**config.mk**
```make
export PLATFORM = sky130hd
export DESIGN_NAME = logic_unit_arbiter
export DESIGN_NICKNAME = d
export VERILOG_FILES = /design/src/rtl/logic_unit_arbiter.sv
export SDC_FILE = /design/constraint.sdc
export NUM_CORES = 1
export LEC_CHECK = 0
export ABC_AREA = 1
export CAP_MARGIN = 20
export CELL_PAD_IN_SITES_DETAIL_PLACEMENT = 1
export CELL_PAD_IN_SITES_GLOBAL_PLACEMENT = 1
export CORE_MARGIN = 2
export CORE_UTILIZATION = 31
export DETAILED_ROUTE_END_ITERATION = 8
export PLACE_DENSITY_LB_ADDON = 0.2
export SLEW_MARGIN = 20
export SYNTH_ARGS = -nofsm -noshare
export SYNTH_HDL_FRONTEND = slang
export SYNTH_SLANG_ARGS = --single-unit
export TNS_END_PERCENT = 20
```
**constraint.sdc**
```tcl
create_clock -name clk -period 2.6 [get_ports clk]
set_clock_uncertainty 0.2 [all_clocks]
set_input_delay 0.52 -clock clk [delete_from_list [all_inputs] [get_ports clk]]
set_output_delay 0.52 -clock clk [all_outputs]
set_load 0.01 [all_outputs]
```
**src/rtl/logic_unit_arbiter.sv**
```systemverilog
// Round-robin arbiter sharing one 2-input programmable logic evaluator.
// Registered, tagged result with valid/ready and a saturating op counter.
module logic_unit_arbiter #(
  parameter int N     = 4,
  parameter int TAG_W = 2
) (
  input  logic             clk,
  input  logic             rst,
  input  logic [N-1:0]     req,
  input  logic [N-1:0]     a,
  input  logic [N-1:0]     b,
  input  logic [4*N-1:0]   func,
  output logic [N-1:0]     gnt,
  output logic             res_valid,
  output logic             res_out,
  output logic [TAG_W-1:0] res_tag,
  input  logic             res_ready,
  output logic             busy,
  output logic [15:0]      op_count
);

  localparam int M = 2 ** TAG_W;

  logic [TAG_W-1:0] r_last;
  logic             r_valid;
  logic             r_out;
  logic [TAG_W-1:0] r_tag;
  logic [15:0]      r_cnt;

  logic [M-1:0]     w_r;
  logic [M-1:0]     w_a;
  logic [M-1:0]     w_b;
  logic [3:0]       w_fn [M];
  logic [M-1:0]     w_g;
  logic             w_hit;
  logic [TAG_W-1:0] w_idx;
  logic             w_bit;
  logic             w_can;
  logic             w_cons;

  // Widen per-requester inputs to the full tag space so indexing stays in range
  for (genvar g = 0; g < M; g++) begin : g_pad
    if (g < N) begin : g_real
      assign w_r[g]  = req[g];
      assign w_a[g]  = a[g];
      assign w_b[g]  = b[g];
      assign w_fn[g] = func[4*g +: 4];
    end else begin : g_zero
      assign w_r[g]  = 1'b0;
      assign w_a[g]  = 1'b0;
      assign w_b[g]  = 1'b0;
      assign w_fn[g] = 4'b0;
    end
  end

  // Round-robin search upward from last+1 and evaluate the winner's truth table
  always_comb begin
    logic [TAG_W:0]   s;
    logic [TAG_W-1:0] idx;
    w_g   = '0;
    w_hit = 1'b0;
    w_idx = '0;
    w_bit = 1'b0;
    s     = '0;
    idx   = '0;
    w_can = !r_valid || res_ready;
    if (!rst && w_can) begin
      for (int k = 1; k <= N; k++) begin
        s = {1'b0, r_last} + (TAG_W+1)'(k);
        if (s >= (TAG_W+1)'(N)) s = s - (TAG_W+1)'(N);
        idx = s[TAG_W-1:0];
        if (!w_hit && w_r[idx]) begin
          w_hit = 1'b1;
          w_idx = idx;
        end
      end
    end
    if (w_hit) begin
      w_g[w_idx] = 1'b1;
      w_bit      = w_fn[w_idx][{w_a[w_idx], w_b[w_idx]}];
    end
  end

  assign w_cons    = r_valid && res_ready;
  assign gnt       = w_g[N-1:0];
  assign res_valid = r_valid;
  assign res_out   = r_out;
  assign res_tag   = r_tag;
  assign op_count  = r_cnt;
  assign busy      = r_valid || (|req);

  // Result stage, round-robin pointer and saturating consume counter
  always_ff @(posedge clk) begin
    if (rst) begin
      r_valid <= 1'b0;
      r_out   <= 1'b0;
      r_tag   <= '0;
      r_cnt   <= '0;
      r_last  <= TAG_W'(N - 1);
    end else begin
      if (w_cons && r_cnt != 16'hFFFF) r_cnt <= r_cnt + 16'd1;
      if (w_hit) begin
        r_out   <= w_bit;
        r_tag   <= w_idx;
        r_valid <= 1'b1;
        r_last  <= w_idx;
      end else if (w_cons) begin
        r_valid <= 1'b0;
      end
    end
  end

endmodule

```
==> flow_summary.json, run 1 <==
{
  "worst-endpoint-arrival_ns": 1.93,
  "initial_utilization_pct": 31.6,
  "ys.warnings.count": 0,
  "mappedNetlistArea_mm2": 0.00171,
  "route.vias.total": 2124,
  "area_of_the_multi_input_gates_mm2": 0.00109,
  "grt_start_max_net_pins": 18,
  "die_area_mm2": 0.00611,
  "layout.cells.most_common_list": "69 x sky130_fd_sc_hd__nand2_1, 50 x sky130_fd_sc_hd__inv_1, 46 x sky130_fd_sc_hd__clkdlybuf4s50_1",
  "layout_min_cycle_time_ns": 2.65,
  "final_nets": 410,
  "status": "finished with violations",
  "final.period_utilization_pct": 102,
  "routed_wl_um": 5940,
  "antenna_cells_inserted": 0,
  "ys_seq_elements": 22,
  "io_pins": 56,
  "area_delta_synth_final_pct": 59.7,
  "drtIter0Drc": 38,
  "hold_viol": 0,
  "power.density_cell_area_mw_per_mm2": 483,
  "post_drt_antenna_nets": 0,
  "final_critical_path_setup_slack_ns": -0.0491,
  "setup.worst_path.start_class": "primary input",
  "grt_remaining_overflow": 0,
  "cts-buffers-inserted": 3,
  "first_pass_grt_wire_length_um": 9440,
  "ctsHtreeMaxLevel": 1,
  "crit_path_max_fanout": 4,
  "syn_inst": 287,
  "slew_violations": 0,
  "cts_hold_repair.buffers": 0,
  "clock_insertion_delay_worst_skew_ns": 0.26,
  "worstSetupPathType": "in2out",
  "rsz_0062_raised_after_global_routing": "yes",
  "clk_transition_reported_paths_ns": 0.08,
  "core_region_area_mm2": 0.00541,
  "place.port_buffers": 55,
  "globalRouteTotalUtil_pct": 19.2,
  "root_buf_cell": "sky130_fd_sc_hd__clkbuf_8",
  "failed_checks": "negative setup slack",
  "layout_commonest_cell": "sky130_fd_sc_hd__nand2_1",
  "synth_seq_area_share_pct": 25.8,
  "detail_route.vias_per_cell": 4.74,
  "clock-sinks": 22,
  "largest_area_contributor_in_the_synthesized_netlist": "sky130_fd_sc_hd__dfxtp_1",
  "worst_pin_slew_ns": 0.306,
  "yosys_top_cell_area_share_pct": 25.8,
  "gpl.final_weighted_congestion": 0.790,
  "filler_cell_count": 745,
  "clockBufferDepth": 2,
  "drc": 0,
  "hpwlAfterDp_um": 4390,
  "highest_clock_rate_mhz": 377,
  "cts_tree": "yes",
  "avgSynthCellArea_um2": 5.95,
  "min-delay-path-class": "reg2reg",
  "max_cap_violations": 0,
  "drt_first_pass_iters": 4,
  "final-setup-viol-count": 4,
  "fp.dieH_um": 78.2,
  "detail_route.wl_per_cell_um": 13.3,
  "synth.lib_cells_used.distinct": 28,
  "required_time_at_the_worst_slack_endpoint_ns": 1.88,
  "vdd.ir_drop.worst_v": 0.000185,
  "yosys-top-cells-area": "sky130_fd_sc_hd__dfxtp_1 26%, sky130_fd_sc_hd__nand2_1 18%, sky130_fd_sc_hd__inv_1 12%, sky130_fd_sc_hd__nand3_1 9.7%, sky130_fd_sc_hd__nand2_2 4.4%",
  "power_uw": 1320,
  "worstSetupEndpointType": "output pin",
  "r2r_setup_slack_ns": 0.12,
  "detailed_place.area_mm2": 0.00247,
  "layout-drive-gt1-share_pct": 25.5,
  "first_global_vias": 2090,
  "finish.instance_area_mm2": 0.00273,
  "die_w_um": 78.2,
  "fp-row-count": 27,
  "initial_antenna_violation_count": 0,
  "synthesis.nets": 319,
  "regArea_um2": 448,
  "max-slew-margin-rel_pct": 79.4,
  "power_leakage_uw": 0.00128
}
through the flow:
stage | hold WS, ns | setup WS, ns | TNS (ns) | instances | utilization, %
after CTS | 0.264 | -0.0742 | -0.108 | 445 | 49.1
after detailed placement | 0.250 | -0.814 | -3.37 | 431 | 45.7
after floorplan | 0.274 | 0.251 | 0 | 287 | -
after global routing | 0.283 | -0.180 | -0.701 | 448 | 50.4
after global placement | 0.242 | -0.719 | -3.10 | 431 | 45.7
final | 0.259 | -0.0491 | -0.117 | 448 | 50.4
cells in the mapped netlist:
cell type	instances
sky130_fd_sc_hd__nor3b_1	1
sky130_fd_sc_hd__nand3_1	33
sky130_fd_sc_hd__a21oi_1	14
sky130_fd_sc_hd__o21a_1	3
sky130_fd_sc_hd__o21ai_0	10
sky130_fd_sc_hd__nand2_4	3
sky130_fd_sc_hd__dfxtp_1	22
sky130_fd_sc_hd__a22oi_1	1
sky130_fd_sc_hd__buf_4	1
sky130_fd_sc_hd__nand2_2	12
sky130_fd_sc_hd__nor4_1	4
sky130_fd_sc_hd__nand3_2	2
sky130_fd_sc_hd__inv_1	55
sky130_fd_sc_hd__nor2_2	1
sky130_fd_sc_hd__clkbuf_1	1
sky130_fd_sc_hd__clkbuf_8	1
sky130_fd_sc_hd__buf_6	4
sky130_fd_sc_hd__nand4_1	2
sky130_fd_sc_hd__ha_1	1
sky130_fd_sc_hd__nor3_1	7
sky130_fd_sc_hd__nand3b_1	2
sky130_fd_sc_hd__nor2_1	16
sky130_fd_sc_hd__nand2_1	80
sky130_fd_sc_hd__nor2_4	1
sky130_fd_sc_hd__xor2_1	3
sky130_fd_sc_hd__inv_2	3
sky130_fd_sc_hd__a211oi_1	1
sky130_fd_sc_hd__o21ai_1	3
report_power, final:
| part | switching, uW | internal (uW) | leakage, uW |
|---|---|---|---|
| Sequential | 19.1 | 360 | 0.000179 |
| Clock | 111 | 103 | 0.0000216 |
| Combinational | 394 | 329 | 0.00108 |
registers in the layout, summed over array words and instances (netlist names):
name       flops
op_count      16
r_last         2
res_out        1
res_tag        2
res_valid      1
final timing paths:
check | start | end | cells past startpoint
setup / recovery | req[0] | gnt[2] | 15
hold / removal | res_out$_SDFFE_PP0P_ | res_out$_SDFFE_PP0P_ | 2
setup reg to reg | r_last[0]$_SDFFE_PP1P_ | res_out$_SDFFE_PP0P_ | 21
hold reg to reg | res_out$_SDFFE_PP0P_ | res_out$_SDFFE_PP0P_ | 2
logic make-up after synthesis:
group	after synthesis	synth area share [%]
buf+inv	65	16.9
simple gates	164	44.9
fa+ha+maj	1	0.733
flops	22	25.8
compound gates	32	10.1
xor+xnor	3	1.54
layer usage:
metal  vias to the layer above  wire length (um)  GRT usage (%)
li1                       1073                 -              -
met4                         0                86           7.37
met5                         -                 0              0
met2                        36              3240           36.9
met3                         8               128           1.84
met1                      1007              2490           21.7
timing repair:
action	CTS	global route
gates cloned	0	0
setup endpoints to repair	6	5
pin swaps	16	12
setup buffers	11	3
gates resized for setup	54	17
worst max-delay path, cell delays in order:
cell	delay (ns)
sky130_fd_sc_hd__clkdlybuf4s15_2	0.21
sky130_fd_sc_hd__inv_2	0.07
sky130_fd_sc_hd__nand2_2	0.06
sky130_fd_sc_hd__nand3_2	0.10
sky130_fd_sc_hd__nand2_4	0.07
sky130_fd_sc_hd__buf_4	0.13
sky130_fd_sc_hd__buf_4	0.12
sky130_fd_sc_hd__nand2_1	0.07
sky130_fd_sc_hd__nand2_1	0.07
sky130_fd_sc_hd__nand2_2	0.08
sky130_fd_sc_hd__nand2_4	0.07
sky130_fd_sc_hd__nand2_4	0.09
sky130_fd_sc_hd__inv_2	0.04
sky130_fd_sc_hd__nor2_1	0.09
sky130_fd_sc_hd__buf_2	0.13
final cells by class:
| type | instances | area share [%] |
|---|---|---|
| Sequential cell | 22 | 16.4 |
| Multi-Input combinational cell | 200 | 40.1 |
| Clock buffer | 3 | 1.52 |
| Inverter | 58 | 8.08 |
| Tap cell | 72 | 3.31 |
| Timing Repair Buffer | 93 | 30.6 |
Power figures use the tool's default switching activity.
==> inputs of run 2 (changes only) <==
Settings changed: CORE_ASPECT_RATIO from default to 1.25, CORE_MARGIN 2 to default.
==> run 2 against run 1 <==
  * Maximum frequency shrank 0.23%
  * The flow still finishes with violations (negative setup slack)
  * Worst hold slack is essentially flat
  * First-iteration DRC count grew 66%
==> flow_summary.json, run 2 (synthesis results as in run 1) <==
{
  "power.density_cell_area_mw_per_mm2": 485,
  "place.port_buffers": 55,
  "antenna_cells_inserted": 0,
  "detail_route.vias_per_cell": 4.71,
  "worstSetupPathType": "reg2out",
  "grt_start_max_net_pins": 16,
  "routed_wl_um": 5300,
  "area_delta_synth_final_pct": 52.2,
  "slew_violations": 0,
  "ctsHtreeMaxLevel": 1,
  "layout_min_cycle_time_ns": 2.66,
  "rr_endpoint": "res_out$_SDFFE_PP0P_",
  "core_region_area_mm2": 0.00519,
  "globalRouteTotalUtil_pct": 19.0,
  "max-slew-margin-rel_pct": 77.3,
  "gpl.final_weighted_congestion": 0.774,
  "filler_cell_count": 737,
  "clockBufferDepth": 2,
  "worst-endpoint-arrival_ns": 1.94,
  "layout.cells.most_common_list": "74 x sky130_fd_sc_hd__nand2_1, 50 x sky130_fd_sc_hd__inv_1, 46 x sky130_fd_sc_hd__clkdlybuf4s50_1",
  "cts-buffers-inserted": 3,
  "r2r_start": "r_last[0]$_SDFFE_PP1P_",
  "max_cap_violations": 0,
  "r2r_setup_slack_ns": 0.15,
  "clock_insertion_delay_worst_skew_ns": 0.27,
  "hpwlAfterDp_um": 4080,
  "status": "finished with violations",
  "final-setup-viol-count": 2,
  "detail_route.wl_per_cell_um": 12.3,
  "root_buf_cell": "sky130_fd_sc_hd__clkbuf_8",
  "highest_clock_rate_mhz": 377,
  "timing.hold.worst_path_depth": 2,
  "final_critical_path_setup_slack_ns": -0.0551,
  "timing.hold.worst_endpoint": "res_out$_SDFFE_PP0P_",
  "grt_remaining_overflow": 0,
  "clock-sinks": 22,
  "fp.dieH_um": 85.0,
  "layout_commonest_cell": "sky130_fd_sc_hd__nand2_1",
  "crit_path_max_fanout": 8,
  "largest_register_ff_count": 16,
  "worstSetupEndpointType": "output pin",
  "worst_hold_margin_ns": 0.259,
  "worst_pin_slew_ns": 0.340,
  "die_w_um": 68.4,
  "hold_viol": 0,
  "area_of_the_multi_input_gates_mm2": 0.00105,
  "drtIter0Drc": 63,
  "io_pins": 56,
  "die_area_mm2": 0.00581,
  "layout-drive-gt1-share_pct": 22.7,
  "first_pass_grt_wire_length_um": 8690,
  "rsz_0062_raised_after_global_routing": "yes",
  "vdd.ir_drop.worst_v": 0.000230,
  "cts_tree": "yes",
  "final.period_utilization_pct": 102,
  "dp_worst_setup_slack_ns": -0.685,
  "regArea_um2": 445,
  "cts_hold_repair.buffers": 0,
  "clk_transition_reported_paths_ns": 0.08,
  "setup.worst_path.start_class": "register",
  "required_time_at_the_worst_slack_endpoint_ns": 1.88,
  "route.vias.total": 2034,
  "fp-row-count": 29,
  "min-delay-path-class": "reg2reg",
  "initial_antenna_violation_count": 0,
  "power_leakage_uw": 0.00123,
  "final_nets": 403,
  "initial_utilization_pct": 32.9,
  "failed_checks": "negative setup slack",
  "drc": 0,
  "hold_path.startpoint": "res_out$_SDFFE_PP0P_",
  "drt_first_pass_iters": 4,
  "post_drt_antenna_nets": 0,
  "worst_r2r_path_depth": 21,
  "first_global_vias": 2071
}
==> run 2: cell count changes in the layout (fill, tap and decap cells not counted), sizes merged <==
cell           change
clkdlybuf4s15      -3
buf                -8
clkbuf             +5
==> run 2: layout make-up <==
cell class                      instances  share of cell area [%]
Inverter                               58                    8.48
Sequential cell                        22                    17.1
Multi-Input combinational cell        200                    40.3
Timing Repair Buffer                   86                    29.0
Tap cell                               62                    2.99
Clock buffer                            4                    2.12
==> run 2: power by group <==
part | total (uW) | switching, uW | internal [uW] | leakage (uW)
sequential | 377 | 17.9 | 359 | 0.000179
combinational | 630 | 348 | 283 | 0.00102
clock | 253 | 118 | 135 | 0.0000288
total | 1260 | 483 | 777 | 0.00123
==> run 2: how the worst max path moves through the flow <==
stage	startpoint	endpoint	slack, ns	depth (start not counted)
finish	r_last[0]$_SDFFE_PP1P_	gnt[0]	-0.06	13
global route	r_last[0]$_SDFFE_PP1P_	gnt[0]	-0.17	13
CTS	req[3]	busy	-0.07	5
detailed placement	req[2]	gnt[0]	-0.69	13
global placement	req[3]	gnt[0]	-0.64	13
floorplan	req[1]	gnt[0]	0.25	10
==> run 2: through the flow <==
step	setup TNS, ns	area, um^2	power (uW)	std cells	utilization [%]
CTS	-0.143	2560	1240	430	49.3
detailed placement	-3.23	2470	968	425	47.7
finish	-0.0977	2600	1260	432	50.1
floorplan	0	1710	746	287	-
global placement	-2.88	2470	957	425	47.7
global route	-0.455	2600	1340	432	50.1
==> run 2: timing repair <==
action,CTS,global route
endpoints found under the setup margin,6,6
resized for setup,36,22
buffers inserted,1,2
pin swaps,5,14
cloned,0,0
==> run 2: layer usage <==
metal,wire (um),track usage (%)
met2,2780,34.8
met3,110,1.34
met5,0,0
met4,74,6.25
met1,2330,22.4
==> run 2: critical path, cell delays in order, from the launching register on <==
cell                      delay [ns]
sky130_fd_sc_hd__dfxtp_4        0.37
sky130_fd_sc_hd__buf_8          0.14
sky130_fd_sc_hd__nand2_2        0.06
sky130_fd_sc_hd__nand2_2        0.07
sky130_fd_sc_hd__nand2_2        0.10
sky130_fd_sc_hd__nand2_4        0.06
sky130_fd_sc_hd__nor2_4         0.13
sky130_fd_sc_hd__nand3_4        0.09
sky130_fd_sc_hd__o21ai_2        0.11
sky130_fd_sc_hd__inv_1          0.06
sky130_fd_sc_hd__nand2_2        0.07
sky130_fd_sc_hd__inv_2          0.06
sky130_fd_sc_hd__nor3_2         0.18
sky130_fd_sc_hd__buf_2          0.16
==> inputs of run 3 (changes only) <==
Settings changed: ABC_AREA 1 to default, CORE_UTILIZATION 31 to 29.
==> run 3 against run 2 <==
  * The flow still finishes with violations (negative setup slack)
  * Critical path depth is 1 lower
  * Sequential share of layout area is 1.4 points higher
  * Non-clock buffer count is 10 higher
  * Sequential power is 2% lower
  * Global-route usage is 6.0 points higher
==> flow_summary.json, run 3 <==
{
  "status": "finished with violations",
  "failed_checks": "negative setup slack",
  "clk_transition_reported_paths_ns": 0.08,
  "routed_wl_um": 5440,
  "vdd.ir_drop.worst_v": 0.000188,
  "hold_viol": 0,
  "layout.cells.most_common_list": "44 x sky130_fd_sc_hd__clkdlybuf4s50_1, 37 x sky130_fd_sc_hd__buf_4, 24 x sky130_fd_sc_hd__nor2_1",
  "area_delta_synth_final_pct": 85.5,
  "fp-row-count": 26,
  "required_time_at_the_worst_slack_endpoint_ns": 2.56,
  "synth_commonest_cells": "26 x sky130_fd_sc_hd__nor2_1, 22 x sky130_fd_sc_hd__dfxtp_1, 17 x sky130_fd_sc_hd__nand2_1",
  "grt_start_max_net_pins": 13,
  "min-delay-path-class": "reg2reg",
  "yosys_top_cell_area_share_pct": 34.3,
  "mappedNetlistArea_mm2": 0.00128,
  "slew_violations": 0,
  "largest_area_contributor_in_the_synthesized_netlist": "sky130_fd_sc_hd__dfxtp_1",
  "synth_edf_count": 0,
  "hold_path.startpoint": "res_tag[1]$_SDFFE_PP0P_",
  "area_of_the_multi_input_gates_um2": 928,
  "drc": 0,
  "timing.hold.worst_endpoint": "res_tag[1]$_SDFFE_PP0P_",
  "r2r_start": "r_last[0]$_SDFFE_PP1P_",
  "clockBufferDepth": 2,
  "antenna_cells_inserted": 0,
  "drtIter0Drc": 69,
  "detail_route.wl_per_cell_um": 17.6,
  "worst_r2r_path_depth": 12,
  "ys.warnings.count": 0,
  "gpl.final_weighted_congestion": 0.912,
  "detailed_place.area_mm2": 0.00210,
  "final.period_utilization_pct": 105,
  "postSynth.asyncResetShare_pct": 0,
  "detail_route.vias_per_cell": 5.22,
  "clock-sinks": 22,
  "final_critical_path_setup_slack_ns": -0.131,
  "layout-drive-gt1-share_pct": 28.7,
  "finish.instance_area_mm2": 0.00238,
  "ys_seq_elements": 22,
  "avgSynthCellArea_um2": 8.08,
  "first_pass_grt_wire_length_um": 8710,
  "rsz_0062_raised_after_global_routing": "yes",
  "highest_clock_rate_mhz": 366,
  "largest_register_ff_count": 16,
  "cts-buffers-inserted": 3,
  "route.vias.total": 1619,
  "globalRouteTotalUtil_pct": 25.0,
  "power.density_cell_area_mw_per_mm2": 426,
  "layout_min_cycle_time_ns": 2.73,
  "timing.hold.worst_path_depth": 2,
  "io_pins": 56,
  "crit_path_max_fanout": 7,
  "max-slew-margin-rel_pct": 64.2,
  "yosys-top-cells-area": "sky130_fd_sc_hd__dfxtp_1 34%, sky130_fd_sc_hd__nor2_1 7.6%, sky130_fd_sc_hd__xor2_1 7.5%, sky130_fd_sc_hd__nand2_1 5.0%, sky130_fd_sc_hd__a21oi_1 2.7%",
  "final_nets": 287,
  "tns_ns": -0.131,
  "ctsHtreeMaxLevel": 1,
  "critPathLaunch": "r_last[0]$_SDFFE_PP1P_",
  "setup.worst_path.start_class": "register",
  "power_leakage_uw": 0.000967,
  "yosys_most_used_dff": "sky130_fd_sc_hd__dfxtp_1",
  "synthesis.nets": 191,
  "first_global_vias": 1827,
  "rr_endpoint": "res_out$_SDFFE_PP0P_",
  "die_w_um": 61.5,
  "layout_commonest_cell": "sky130_fd_sc_hd__clkdlybuf4s50_1",
  "cts_tree": "yes",
  "synth.lib_cells_used.distinct": 43,
  "worstSetupEndpointType": "register",
  "dp_worst_setup_slack_ns": -0.801,
  "r2r_setup_slack_ns": -0.13,
  "initial_antenna_violation_count": 0,
  "final-setup-viol-count": 1,
  "root_buf_cell": "sky130_fd_sc_hd__clkbuf_8",
  "regArea_um2": 443,
  "max_cap_violations": 0,
  "cts_hold_repair.buffers": 0,
  "core_region_area_mm2": 0.00416,
  "worst_pin_slew_ns": 0.537,
  "worst-endpoint-arrival_ns": 2.69,
  "die_area_mm2": 0.00470,
  "initial_utilization_pct": 30.9,
  "place.port_buffers": 55,
  "synth_seq_area_share_pct": 34.3,
  "post_drt_antenna_nets": 0,
  "hpwlAfterDp_um": 3680,
  "drt_first_pass_iters": 4,
  "yosysMostFrequentCell": "sky130_fd_sc_hd__nor2_1",
  "fp.dieH_um": 76.4,
  "filler_cell_count": 531,
  "worstSetupPathType": "reg2reg",
  "clock_insertion_delay_worst_skew_ns": 0.26,
  "grt_remaining_overflow": 0,
  "syn_inst": 159
}
[run 3: cell types whose count changed after synthesis, moves of 5 or more]
cell	previous run	this run
sky130_fd_sc_hd__o21ai_0	10	2
sky130_fd_sc_hd__nor2_1	16	26
sky130_fd_sc_hd__xor2_1	3	11
sky130_fd_sc_hd__inv_1	55	5
sky130_fd_sc_hd__nand2_2	12	0
sky130_fd_sc_hd__nand3_1	33	7
sky130_fd_sc_hd__nand2_1	80	17
sky130_fd_sc_hd__nand2b_1	0	5
sky130_fd_sc_hd__a21oi_1	14	7
[run 3: cell type report]
cell class | count | share of cell area [%]
multi-input combinational | 127 | 39.0
timing repair buffer | 96 | 36.4
sequential | 22 | 18.6
tap | 56 | 2.94
clock buffer | 4 | 2.31
inverter | 5 | 0.787
[run 3: repair_timing]
item                                    CTS  global route
buffers inserted                         15             0
pin swaps                                16             4
endpoints found under the setup margin    6             4
resized for setup                        50             8
[run 3: power by group]
part	internal [uW]	leakage, uW	switching (uW)
Clock	135	0.0000288	110
Combinational	222	0.000759	181
Sequential	352	0.000179	16.0
Total	709	0.000967	307
[run 3: cells by family (layout without fill, tap and decap cells)]
group	after synthesis	after routing	share of synthesized area, %
AO/OA/AOI/OAI	29	29	17.8
XOR/XNOR	15	15	10.2
adder cells (fa/ha/maj)	1	1	0.974
buffers and inverters	10	105	3.12
flip-flops	22	22	34.3
multiplexers	3	3	2.34
AND/OR/NAND/NOR	79	79	31.3
[run 3: worst max-delay path: stages, from the launching register on]
cell	delay (ns)
sky130_fd_sc_hd__dfxtp_2	0.36
sky130_fd_sc_hd__nand2b_4	0.13
sky130_fd_sc_hd__a21oi_1	0.07
sky130_fd_sc_hd__buf_4	0.15
sky130_fd_sc_hd__buf_4	0.13
sky130_fd_sc_hd__a211o_4	0.29
sky130_fd_sc_hd__buf_4	0.14
sky130_fd_sc_hd__buf_4	0.15
sky130_fd_sc_hd__nor3_1	0.15
sky130_fd_sc_hd__a31oi_1	0.07
sky130_fd_sc_hd__o22ai_1	0.28
sky130_fd_sc_hd__and4bb_1	0.25
sky130_fd_sc_hd__a311o_1	0.27
[run 3: worst max path at each step]
stage	to	slack (ns)	cells after the start
global route	res_out$_SDFFE_PP0P_	-0.23	11
detailed placement	gnt[0]	-0.80	7
CTS	res_out$_SDFFE_PP0P_	-0.05	11
global placement	gnt[0]	-0.69	7
finish	res_out$_SDFFE_PP0P_	-0.13	12
floorplan	res_out$_SDFFE_PP0P_	-0.11	7
[run 3: through the flow]
stage                     instances  total power, uW  hold WS [ns]  utilization, %
after floorplan                 159              508         0.299               -
after global placement          291              671         0.289            50.5
after detailed placement        291              683         0.287            50.5
after CTS                       310              997         0.302            56.9
after global routing            310             1060         0.350            57.2
final                           310             1020         0.306            57.2
[run 3: per-layer routing]
metal  track usage (%)  up-vias  wire length [um]
met5                 0        -                 0
met4              16.4        0               261
met3              3.40       22               250
met2              46.9       73              3090
met1              23.2      776              1840
li1                  -      748                 -
